==> config.mk <==
export PLATFORM = sky130hd
export DESIGN_NAME = comparator_4b
export DESIGN_NICKNAME = d
export VERILOG_FILES = /design/src/rtl/comparator_4b.sv
export SDC_FILE = /design/constraint.sdc
export NUM_CORES = 1
export LEC_CHECK = 0
export ABC_AREA = 1
export CORE_AREA = 2 2 39 41
export DETAILED_ROUTE_END_ITERATION = 16
export DIE_AREA = 0 0 41 43
export PLACE_DENSITY = 0.51
export SYNTH_ARGS = -nofsm -noshare
export SYNTH_HDL_FRONTEND = slang
export SYNTH_SLANG_ARGS = --single-unit
==> constraint.sdc <==
create_clock -name clk -period 0.8 [get_ports clk]
set_input_delay 0.16 -clock clk [delete_from_list [all_inputs] [get_ports clk]]
set_output_delay 0.16 -clock clk [all_outputs]
set_load 0.03 [all_outputs]
==> src/rtl/comparator_4b.sv <==
`default_nettype none
// ============================================================================
// Module   : comparator_4b
// Purpose  : Registered 4-bit magnitude comparator with one-hot
//            greater / less / equal flags and a valid qualifier.
//            Unsigned or two's-complement compare is chosen per sample.
//            Optional 7485-style cascade inputs resolve ties so several
//            blocks can be chained into a wider comparator.
// Build    : define COMPARATOR_4B_CASCADE_EN to add gt_in/lt_in/eq_in.
// Params   : PIPE - output register stages, 1 or 2 (any other value
//            behaves as 2).
// Ports    : clk          in   rising-edge clock
//            rst_n        in   asynchronous active-low reset
//            in_valid     in   qualifies A, B, signed_mode (and cascade)
//            signed_mode  in   0 = unsigned, 1 = two's complement
//            A, B         in   4-bit operands
//            gt_in/lt_in/eq_in in  cascade from less-significant block
//            A_greater_B  out  A > B
//            A_less_B     out  A < B
//            A_equal_B    out  A == B
//            out_valid    out  flags belong to a sample PIPE cycles old
// Revision : 1.0 - initial release
// ============================================================================
module comparator_4b #(
    parameter int PIPE = 1
) (
    input  logic       clk,
    input  logic       rst_n,
    input  logic       in_valid,
    input  logic       signed_mode,
    input  logic [3:0] A,
    input  logic [3:0] B,
`ifdef COMPARATOR_4B_CASCADE_EN
    input  logic       gt_in,
    input  logic       lt_in,
    input  logic       eq_in,
`endif
    output logic       A_greater_B,
    output logic       A_less_B,
    output logic       A_equal_B,
    output logic       out_valid
);

    // ------------------------------------------------------------------
    // Compare. Inverting the sign bit in signed mode maps -8..7 onto
    // 0..15 in order, so one unsigned comparator serves both modes.
    // ------------------------------------------------------------------
    logic [3:0] w_a_key;
    logic [3:0] w_b_key;
    logic       w_gt_raw;
    logic       w_lt_raw;
    logic       w_tie;
    logic [2:0] w_flags;    // {gt, lt, eq}

    assign w_a_key  = {A[3] ^ signed_mode, A[2:0]};
    assign w_b_key  = {B[3] ^ signed_mode, B[2:0]};
    assign w_gt_raw = (w_a_key > w_b_key);
    assign w_lt_raw = (w_a_key < w_b_key);
    assign w_tie    = (A == B);

    always_comb begin
        w_flags = 3'b001;
        if (w_gt_raw) begin
            w_flags = 3'b100;
        end else if (w_lt_raw) begin
            w_flags = 3'b010;
        end else begin
`ifdef COMPARATOR_4B_CASCADE_EN
            // Tie: the less-significant block decides, eq_in first.
            if (eq_in) begin
                w_flags = 3'b001;
            end else if (gt_in) begin
                w_flags = 3'b100;
            end else if (lt_in) begin
                w_flags = 3'b010;
            end else begin
                w_flags = 3'b001;
            end
`else
            w_flags = 3'b001;
`endif
        end
    end

    // ------------------------------------------------------------------
    // Output pipeline. The output flag register only loads on a valid
    // result, so flags hold the last valid compare between samples.
    // ------------------------------------------------------------------
    logic [2:0] r_flags;
    logic       r_valid;

    generate
        if (PIPE == 1) begin : g_pipe1
            always_ff @(posedge clk or negedge rst_n) begin
                if (!rst_n) begin
                    r_flags <= 3'b000;
                    r_valid <= 1'b0;
                end else begin
                    r_valid <= in_valid;
                    if (in_valid) begin
                        r_flags <= w_flags;
                    end
                end
            end
        end else begin : g_pipe2
            logic [2:0] r_s1_flags;
            logic       r_s1_valid;

            always_ff @(posedge clk or negedge rst_n) begin
                if (!rst_n) begin
                    r_s1_flags <= 3'b000;
                    r_s1_valid <= 1'b0;
                    r_flags    <= 3'b000;
                    r_valid    <= 1'b0;
                end else begin
                    r_s1_valid <= in_valid;
                    if (in_valid) begin
                        r_s1_flags <= w_flags;
                    end
                    r_valid <= r_s1_valid;
                    if (r_s1_valid) begin
                        r_flags <= r_s1_flags;
                    end
                end
            end
        end
    endgenerate

    assign A_greater_B = r_flags[2];
    assign A_less_B    = r_flags[1];
    assign A_equal_B   = r_flags[0];
    assign out_valid   = r_valid;

endmodule
`default_nettype wire

==> results.md, run 1 <==
- Outcome: complete, but fails checks
- Failing checks: negative setup slack
- Final TNS setup: -0.944 ns
- Setup Skew: 0 ns
- Routed vias: 285
- Min Clock Period, post-route: 0.987 ns
- EDFF count, synth: 0
- Gr ovfl total: 0
- Placer Congestion: 0.706
- Avg Cell Area, Syn: 7.82 um2
- Core box area: 0.00138 mm2
- Vias in the first global route: 290
- DP HPWL: 502 um
- Mux cell area share after synthesis: 0%
- Initial Util: 20.3%
- CP startpoint kind: input pin
- VDD IR max: 0.876 mV
- Ant. Diodes: 0
- Placed Instances: 68
- Post-Route WL: 636 um
- Metal3 WL: 34 um
- Finished Core Util: 40.3%
- Achievable Freq: 1010 MHz
- Die width: 41 um
- FF+latch count, synth: 4
- WL met1: 240 um
- 1st-iter DRT viols: 0
- Worst R2R Start: r_flags[0]
- Compound-Gate Fraction of Synth Area: 1.78%
- Port bufs: 15
- CP delay by family, top: adder cells
- Die Span Y: 43 um
- Largest cells by area after synthesis: dfrtp_1, ha_1, nand2_1
- Sequential share of the synthesized area: 35.6%
- Clock Pin Slew Worst Setup and Hold Paths: 0.04 ns
- Post-synthesis xor/xnor area fraction: 6.22%
- Worst endpoint required time: 0.92 ns
- Pin count of the biggest net entering global routing: 6
- Synth Net Count: 52
- Synth cell count leaders: nand2_1, inv_1, dfrtp_1, ha_1, nand2_2
- Num Clock Sinks: 4
- CP most frequent cell: nand2_1
- Unrepaired setup endpoints after global routing: yes
- Adder-Cell Fraction of Synth Area: 17.8%
- Crit share post-route: 123%
- Routed Antenna Nets: 0
- Crit path launch: signed_mode
- Crit path capture type: flip-flop
- Post-Synth Simple-Gate Area: 29.3%
- Worst-skew pair later-pin latency: 0.23 ns
- Yosys warning count: 0
- Max stage delay cell, worst path: ha_1
- Fin. max-slew vios: 0
- P&R area growth vs syn: 98.2%
- # DRC: 0
- Top-level I/O count: 16
- Largest family of logic cells by synthesized area: simple AND/OR/NAND/NOR gates
- Final #Nets: 76
- Share of cells above drive strength 1: 50.0%
- Max cap viols: 0
- Top-count cell post-synth: nand2_1
- LEAKAGE: 0.295 nW
- Area leader, netlist: dfrtp_1
- Met2 wire len: 362 um
- First-pass GRT wire length: 1040 um
- Total track usage: 8.76%
- Synth Cell Area: 282 um2
- Main synth FF type: dfrtp_1
- Mapped Cells: 36
- Clk root buf: clkbuf_4
- Initial antenna violation count: 0
- CTS Buf Count: 3
- Drt wl/cell: 8.59 um
- CTS tree: done
- Post-synth top area share: 35.6%
- Via/cell ratio: 3.85
- Final setup viols: 7
- Setup ws final: -0.187 ns
- Peak fanout along the critical path: 2
- TritonRoute pass-1 iters: 1
- Worst path buffer plus inverter count: 1
- Setup Crit Path Kind: in2reg
- Highest Signal Layer: met3
- Hold Violations, Final: 0
- Htree depth: 1
- Worst slew margin: 87.8%
- Pwr dens: 1500 mW/mm2
- Hold Path Class: in2async
- CTS max path bufs: 2
- Fin cells: 74
- Netlist cell types: 12
- Pwr Total: 0.835 mW
- Post-synth ARST share: 100%
- Die Area: 0.00176 mm2
- Worst Path Arrival: 1.11 ns
- Largest stage delay, worst path: 0.34 ns
- Slew @ Worst Pin: 0.182 ns
- Crit path cell chain: buf_8, xnor2_2, ha_1, a21oi_2, nand2_2, nand2_1, nand2_1
- FP Rows: 14
metal layers:
metal	global-route usage, %	vias up
met2	14.4	9
met3	3.14	0
met5	0	-
met1	9.42	124
li1	-	152
met4	4.00	0
cells by family after synthesis:
| family | Yosys count |
|---|---|
| AOI/OAI and AO/OA | 1 |
| xor gates and xnor gates | 2 |
| adders and majority gates | 4 |
| buffers and inverters | 7 |
| DFF | 4 |
| and+or+nand+nor | 18 |
timing repair:
action / CTS / global route
pin swaps: 13 / 9
resized for setup: 29 / 4
hold buffers: 0 / 0
buffers inserted: 2 / 1
setup endpoints to repair: 7 / 7
power by group:
group / internal [mW] / switching, mW / leakage [nW]
Clock: 0.167 / 0.0751 / 0.0138
Sequential: 0.228 / 0.0166 / 0.0500
Combinational: 0.175 / 0.173 / 0.232
layout by cell type, fill, tap and decap left out:
cell type / n
nand2_1: 9
dlygate4sd2_1: 6
buf_6: 6
inv_2: 4
nand2_2: 4
dfrtp_1: 4
buf_4: 4
inv_1: 3
clkbuf_4: 3
ha_1: 2
ha_4: 2
clkdlybuf4s50_1: 2
xor2_1: 1
nand2_4: 1
a21oi_2: 1
nor2_2: 1
nor2_1: 1
nand3_1: 1
nor3_2: 1
xnor2_2: 1
buf_8: 1
final timing paths:
| check | to | depth (start not counted) | slack, ns |
|---|---|---|---|
| worst max-delay path | r_flags[0] | 7 | -0.19 |
| worst min-delay path | r_flags[2] | 1 | 0.13 |
| worst max register to register | r_flags[0] | 4 | -0.03 |
| worst min register to register | r_flags[2] | 2 | 0.50 |
| max in group asynchronous | out_valid | 1 | 0.50 |
| min in group clk | r_flags[1] | 6 | 0.47 |
stage by stage:
| stage | cell area [um2] | worst slack (ns) | hold slack [ns] |
|---|---|---|---|
| after floorplan | 285 | -0.239 | -0.136 |
| after CTS | 529 | -0.206 | 0.135 |
| after global placement | 453 | -0.786 | 0.380 |
| after detailed placement | 453 | -0.811 | 0.379 |
| final | 558 | -0.187 | 0.130 |
| after global routing | 558 | -0.215 | 0.135 |
state kept, by name, indices dropped and copies added (netlist names):
name       count
out_valid      1
r_flags        3
area by class of cell:
cell class                      instances  area [um2]
Clock buffer                            3        22.5
Timing Repair Buffer                   19         185
Multi-Input combinational cell         25         204
Inverter                                7        26.3
Sequential cell                         4         100
Tap cell                               16        20.0
Fill cell                             139         826
No activity file was read; power rests on OpenSTA's default activity.
==> run 2, diff against run 1 <==
- GPL_TIMING_DRIVEN: unset -> 0
==> run 2 against run 1 <==
The flow still finishes with violations (negative setup slack). Via count shrank 6.0%. Cell area shrank 12%. Final cell count shrank 5.4%. Clock power is essentially flat. Critical endpoint unchanged. Largest power group unchanged.
==> results.md, run 2 (same netlist as run 1, synthesis figures left out) <==
- VDD IR max: 0.935 mV (+6.7%)
- Setup ws final: -0.145 ns (+0.0427 ns)
- Unrepaired setup endpoints after global routing: yes
- Post-Route WL: 531 um (-17%)
- Via/cell ratio: 3.83 (-0.59%)
- Share of cells above drive strength 1: 38.9% (-11 points)
- Placer Congestion: 0.621 (-12%)
- Hold Violations, Final: 0 (unchanged)
- Ant. Diodes: 0 (unchanged)
- Die Area: 0.00176 mm2 (unchanged)
- Min Clock Period, post-route: 0.945 ns (-0.0427 ns)
- Vias in the first global route: 247 (-15%)
- Total of fill cells in the finished design: 153 (+10%)
- Most frequent cells in the layout: nand2_1, dlygate4sd2_1, buf_6, nand2_2
- Gr ovfl total: 0 (unchanged)
- Final setup viols: 7 (unchanged)
- Top-level I/O count: 16 (unchanged)
- Max reg flops: 3 (unchanged)
- TritonRoute pass-1 iters: 2 (+1)
- R2r worst-path depth: 2 (-2)
- CTS Buf Count: 3 (unchanged)
- Max cap viols: 0 (unchanged)
- First-pass GRT wire length: 972 um (-6.6%)
- Crit share post-route: 118% (-5.3 points)
- P&R area growth vs syn: 74.2%
- Final #Nets: 72 (-5.3%)
- # Post-CTS Setup Buffers: 0 (-2)
- Initial Util: 20.3% (unchanged)
- Core box area: 0.00138 mm2 (unchanged)
- Num Clock Sinks: 4 (unchanged)
- Clock Pin Slew Worst Setup and Hold Paths: 0.04 ns (about the same)
- Worst slew margin: 87.1% (-0.70 points)
- Outcome: complete, but fails checks
- Routed Antenna Nets: 0 (unchanged)
- Slew @ Worst Pin: 0.192 ns (+0.0104 ns)
- Worst Path Arrival: 1.07 ns (-0.04 ns)
- Pin count of the biggest net entering global routing: 6 (unchanged)
- Sw power: 0.244 mW (-7.7%)
- Routed vias: 268 (-6.0%)
- CTS max path bufs: 2 (unchanged)
- P_int: 0.534 mW (-6.4%)
- Pwr Total: 0.778 mW (-6.8%)
- Clk root buf: clkbuf_4
- Worst-skew pair later-pin latency: 0.23 ns (about the same)
- Peak fanout along the critical path: 2 (unchanged)
- Worst slack at placement: -0.797 ns (+0.0137 ns)
- Net Sw Frac: 31.4% (-0.32 points)
- Die Span Y: 43 um (unchanged)
- Crit path capture type: flip-flop
- DP HPWL: 456 um (-9.2%)
- Clock network fraction of total power: 31.3% (+2.3 points)
- CP startpoint kind: input pin
- Finished Core Util: 35.4% (-4.9 points)
- Achievable Freq: 1060 MHz (+4.5%)
- Final TNS setup: -0.817 ns (+0.126 ns)
- Reg with most FFs: r_flags
- 1st-iter DRT viols: 3 (+3)
- # DRC: 0 (unchanged)
- Flop pwr share: 31.4% (+2.1 points)
- Drt wl/cell: 7.59 um (-12%)
- Setup Crit Path Kind: in2reg
- Port bufs: 15 (unchanged)
- Total track usage: 8.06% (-0.70 points)
- FP Rows: 14 (unchanged)
- Setup Skew: 0 ns (unchanged)
- Pwr dens: 1590 mW/mm2 (+6.0%)
- Initial antenna violation count: 0 (unchanged)
- LEAKAGE: 0.262 nW (-11%)
- Fin. max-slew vios: 0 (unchanged)
- Gate power share: 37.3% (-4.4 points)
- Htree depth: 1 (unchanged)
- CTS tree: done
- Failing checks: negative setup slack
- Die width: 41 um (unchanged)
- Worst endpoint required time: 0.92 ns (about the same)
- Commonest non-fill, non-tap cell in the layout: nand2_1
- Hold Path Class: in2async
run 2: final timing paths:
kind,start,endpoint,slack (ns)
max in group asynchronous,rst_n,r_flags[1],0.49
worst max-delay path,A[3],r_flags[0],-0.14
worst min register to register,r_flags[2],r_flags[2],0.50
min in group clk,in_valid,out_valid,0.47
worst min-delay path,rst_n,r_flags[2],0.13
worst max register to register,r_flags[0],r_flags[0],0.18
run 2: metal layers:
layer  vias up  GRT usage, %  share of wire (%)
met5         -             0                  0
met4         0          2.00                  0
met3         0          4.71                4.0
met2         6          10.6                 50
met1       117          11.1                 46
li1        145             -                  -
run 2: area by class of cell:
| type | instances | area [um2] | share of cell area (%) |
|---|---|---|---|
| Timing Repair Buffer | 15 | 145 | 29.6 |
| Clock buffer | 3 | 22.5 | 4.59 |
| Sequential cell | 4 | 100 | 20.4 |
| Multi-Input combinational cell | 25 | 176 | 36.0 |
| Inverter | 7 | 26.3 | 5.36 |
| Tap cell | 16 | 20.0 | 4.08 |
run 2: worst max-delay path, stage by stage:
cell,delay [ns]
buf_6,0.09
xor2_1,0.15
ha_1,0.31
a21oi_2,0.18
nand2_2,0.07
nand2_1,0.05
nand2_1,0.05
run 2: what timing repair did:
item	CTS	global route
endpoints found under the setup margin	7	7
pin swaps	13	5
cloned	0	0
hold buffers	0	0
resized for setup	48	3
run 2: power by group through the flow:
stage	combinational (mW)	sequential [mW]	clock (mW)
floorplan	0.112	0.290	0
global placement	0.285	0.243	0
detailed placement	0.286	0.242	0
CTS	0.285	0.242	0.256
global route	0.322	0.247	0.270
finish	0.290	0.244	0.244
run 2: per-stage QoR:
stage | instances | instance area, um2 | hold slack [ns]
after floorplan | 36 | 285 | -0.136
after global placement | 67 | 455 | 0.380
after detailed placement | 67 | 455 | 0.380
after CTS | 70 | 484 | 0.130
after global routing | 70 | 490 | 0.138
final | 70 | 490 | 0.134
==> RTL edit: new RTL, settings of run 2 <==
The option `COMPARATOR_4B_CASCADE_EN` is turned on by a define.
--- a/src/rtl/comparator_4b.sv
+++ b/src/rtl/comparator_4b.sv
@@ -23,2 +23,4 @@
 // ============================================================================
+`define COMPARATOR_4B_CASCADE_EN
+
 module comparator_4b #(
Interface: changed (added eq_in, gt_in and lt_in); port bits go from 16 to 19. No check against the original RTL was run, so the function may have changed too.
==> RTL edit against run 2 <==
- non-clock buffer count rose by 3
- highest routed layer unchanged
- power is 3.6% higher
- the flow still finishes with violations (negative setup slack)
- cell area rose by 13%
- die area unchanged
- combinational power up 10%
- area after synthesis is 8.0% higher
- wire length up 7.7%
- worst setup slack worse by 0.063 ns
- critical path type unchanged
- sequential cell count unchanged
==> RTL edit: results (changes against run 2) <==
Num CTS Buffers = 3 (unchanged)
Max IR drop VDD = 0.3975 mV (was 0.9348 mV)
Final setup TNS = -0.9599 ns (was -0.8173 ns)
Worst path max stage delay = 0.31 ns (about the same)
Synth cell count leaders = nand2_1 (12), inv_1 (9), dfrtp_1 (4), ha_1 (4) (was nand2_1 (11), inv_1 (5), dfrtp_1 (4), ha_1 (4), nand2_2 (3))
Ant diodes = 0 (unchanged)
Post-synthesis sequential area ratio = 0.3292 (was 0.3556)
Clock Latency Late Sink = 0.23 ns (about the same)
Leak Pwr = 0.0002886 uW (was 0.0002623 uW)
Synth Area per Inst = 7.416 sq um (was 7.820 sq um)
Nets = 83 (was 72)
Largest net degree at the start of global routing = 6 (unchanged)
Clock root buffer = clkbuf_4 (unchanged)
Vias per std cell = 4.026 (was 3.829)
Post-Syn Nets = 60 (was 52)
Setup-failing EPs final = 7 (unchanged)
TritonRoute pass-1 iters = 2 (unchanged)
Int Power = 551.6 uW (was 533.7 uW)
First-pass GRT wire length = 1.048 mm (was 972 um)
Top post-synthesis cells by area = dfrtp_1 (33%), ha_1 (16%), nand2_1 (15%) (was dfrtp_1 (36%), ha_1 (18%), nand2_1 (15%))
Final RePlAce weighted congestion = 0.6013 (was 0.6212)
Slowest-stage cell, CP = ha_1 (unchanged)
Vias in the first global route = 296 (was 247)
FFs w/ async S/R, synth = 1.000 (unchanged)
Max FFs per register = 3 (unchanged)
Status = finished with violations (unchanged)
Clock skew = 0 ns (unchanged)
Hold crit path type = in -> async (unchanged)
CTS Buffer Depth = 2 (unchanged)
Total track usage = 0.09118 (was 0.08065)
Distinct cells, synth = 14 (was 12)
Top delay family on crit path = adder cells (unchanged)
1st-iter DRT viols = 2 (was 3)
H-tree levels = 1 (unchanged)
Routed wire per std cell = 7.333 um (was 7.586 um)
Final WS setup = -0.2075 ns (was -0.1447 ns)
CTS clock-pin slew for the worst setup and hold paths = 0.04 ns (about the same)
Fill count = 160 (was 153)
Crit path max fanout = 3 (was 2)
IO Port Bufs = 18 (was 15)
Placed insts = 75 (was 67)
Layout cell share with drive strength beyond 1 = 0.3548 (was 0.3889)
Measured slew at the worst slew-check pin = 0.1858 ns (was 0.1923 ns)
CP arrival = 1.13 ns (was 1.07 ns)
Initial antenna violation count = 0 (unchanged)
Via count = 314 (was 268)
Failing checks = negative setup slack (unchanged)
Synthesis Warnings = 0 (unchanged)
Largest Register = r_flags (unchanged)
[RTL edit: cell types whose count changed after synthesis]
| cell | run 2 | this run |
|---|---|---|
| inv_1 | 5 | 9 |
| nand2_2 | 3 | 1 |
| nor2_1 | 2 | 0 |
| o21ai_1 | 0 | 2 |
| inv_2 | 2 | 1 |
| nand2_1 | 11 | 12 |
| nand3_1 | 1 | 2 |
| nand4_1 | 0 | 1 |
| nor2_4 | 0 | 1 |
| nor3_2 | 1 | 0 |
| o21ai_0 | 0 | 1 |
[RTL edit: metrics by stage]
step           cell area [sq um]  utilization  setup slack, ns
4_1_cts                    548.0       0.3960          -0.2293
3_5_place_dp               504.2       0.3644          -0.8422
5_1_grt                    554.3       0.4005          -0.2822
2_1_floorplan              304.0            -          -0.2883
3_3_place_gp               504.2       0.3644          -0.8351
6_report                   554.3       0.4005          -0.2075
[RTL edit: worst register-to-register path, delay by kind of cell, from the launching register on]
family        cells  cell delay [ns]
simple gates      2             0.12
flops             1             0.38
[RTL edit: path summary, 6_finish.rpt]
path / start / to / slack, ns / cells past startpoint
setup / recovery: A[3] / r_flags[1] / -0.21 / 10
hold / removal: rst_n / out_valid / 0.13 / 1
setup reg to reg: r_flags[2] / r_flags[2] / 0.19 / 2
hold reg to reg: r_flags[1] / r_flags[1] / 0.49 / 2
max in group asynchronous: rst_n / r_flags[2] / 0.50 / 1
min in group clk: r_flags[1] / r_flags[1] / 0.49 / 2
[RTL edit: per-layer routing]
layer	share of wire	track usage
met1	0.35	0.09904
met2	0.54	0.1313
met3	0.10	0.01571
met4	0	0.1000
met5	0	0
[RTL edit: power groups by stage]
| stage | logic (uW) | registers, uW | clock network, uW |
|---|---|---|---|
| after floorplan | 108 | 288 | 0 |
| after global placement | 297 | 238 | 0 |
| after detailed placement | 298 | 239 | 0 |
| after CTS | 319 | 242 | 264 |
| after global routing | 359 | 244 | 265 |
| final | 320 | 242 | 244 |
[RTL edit: timing repair]
action | 4_1_cts | 5_1_grt
setup endpoints to repair | 7 | 7
endpoints found under the hold margin | 0 | 0
resized for setup | 52 | 3
buffers inserted | 0 | 0
pin swaps | 12 | 4
[RTL edit: layout make-up]
cell class                 count  area, sq um  area share
inverter                      10        37.54     0.06772
sequential                     4        100.1      0.1806
multi-input combinational     27        198.9      0.3589
timing repair buffer          18        175.2      0.3160
tap                           16        20.02     0.03612
clock buffer                   3        22.52     0.04063
[RTL edit: cell families (layout without fill, tap and decap cells)]
| logic type | after synthesis | after routing | synth area share |
|---|---|---|---|
| flops | 4 | 4 | 0.3292 |
| compound gates | 4 | 4 | 0.06581 |
| fa+ha+maj | 4 | 4 | 0.1646 |
| buf+inv | 10 | 31 | 0.1234 |
| simple gates | 17 | 17 | 0.2593 |
| xor+xnor | 2 | 2 | 0.05762 |
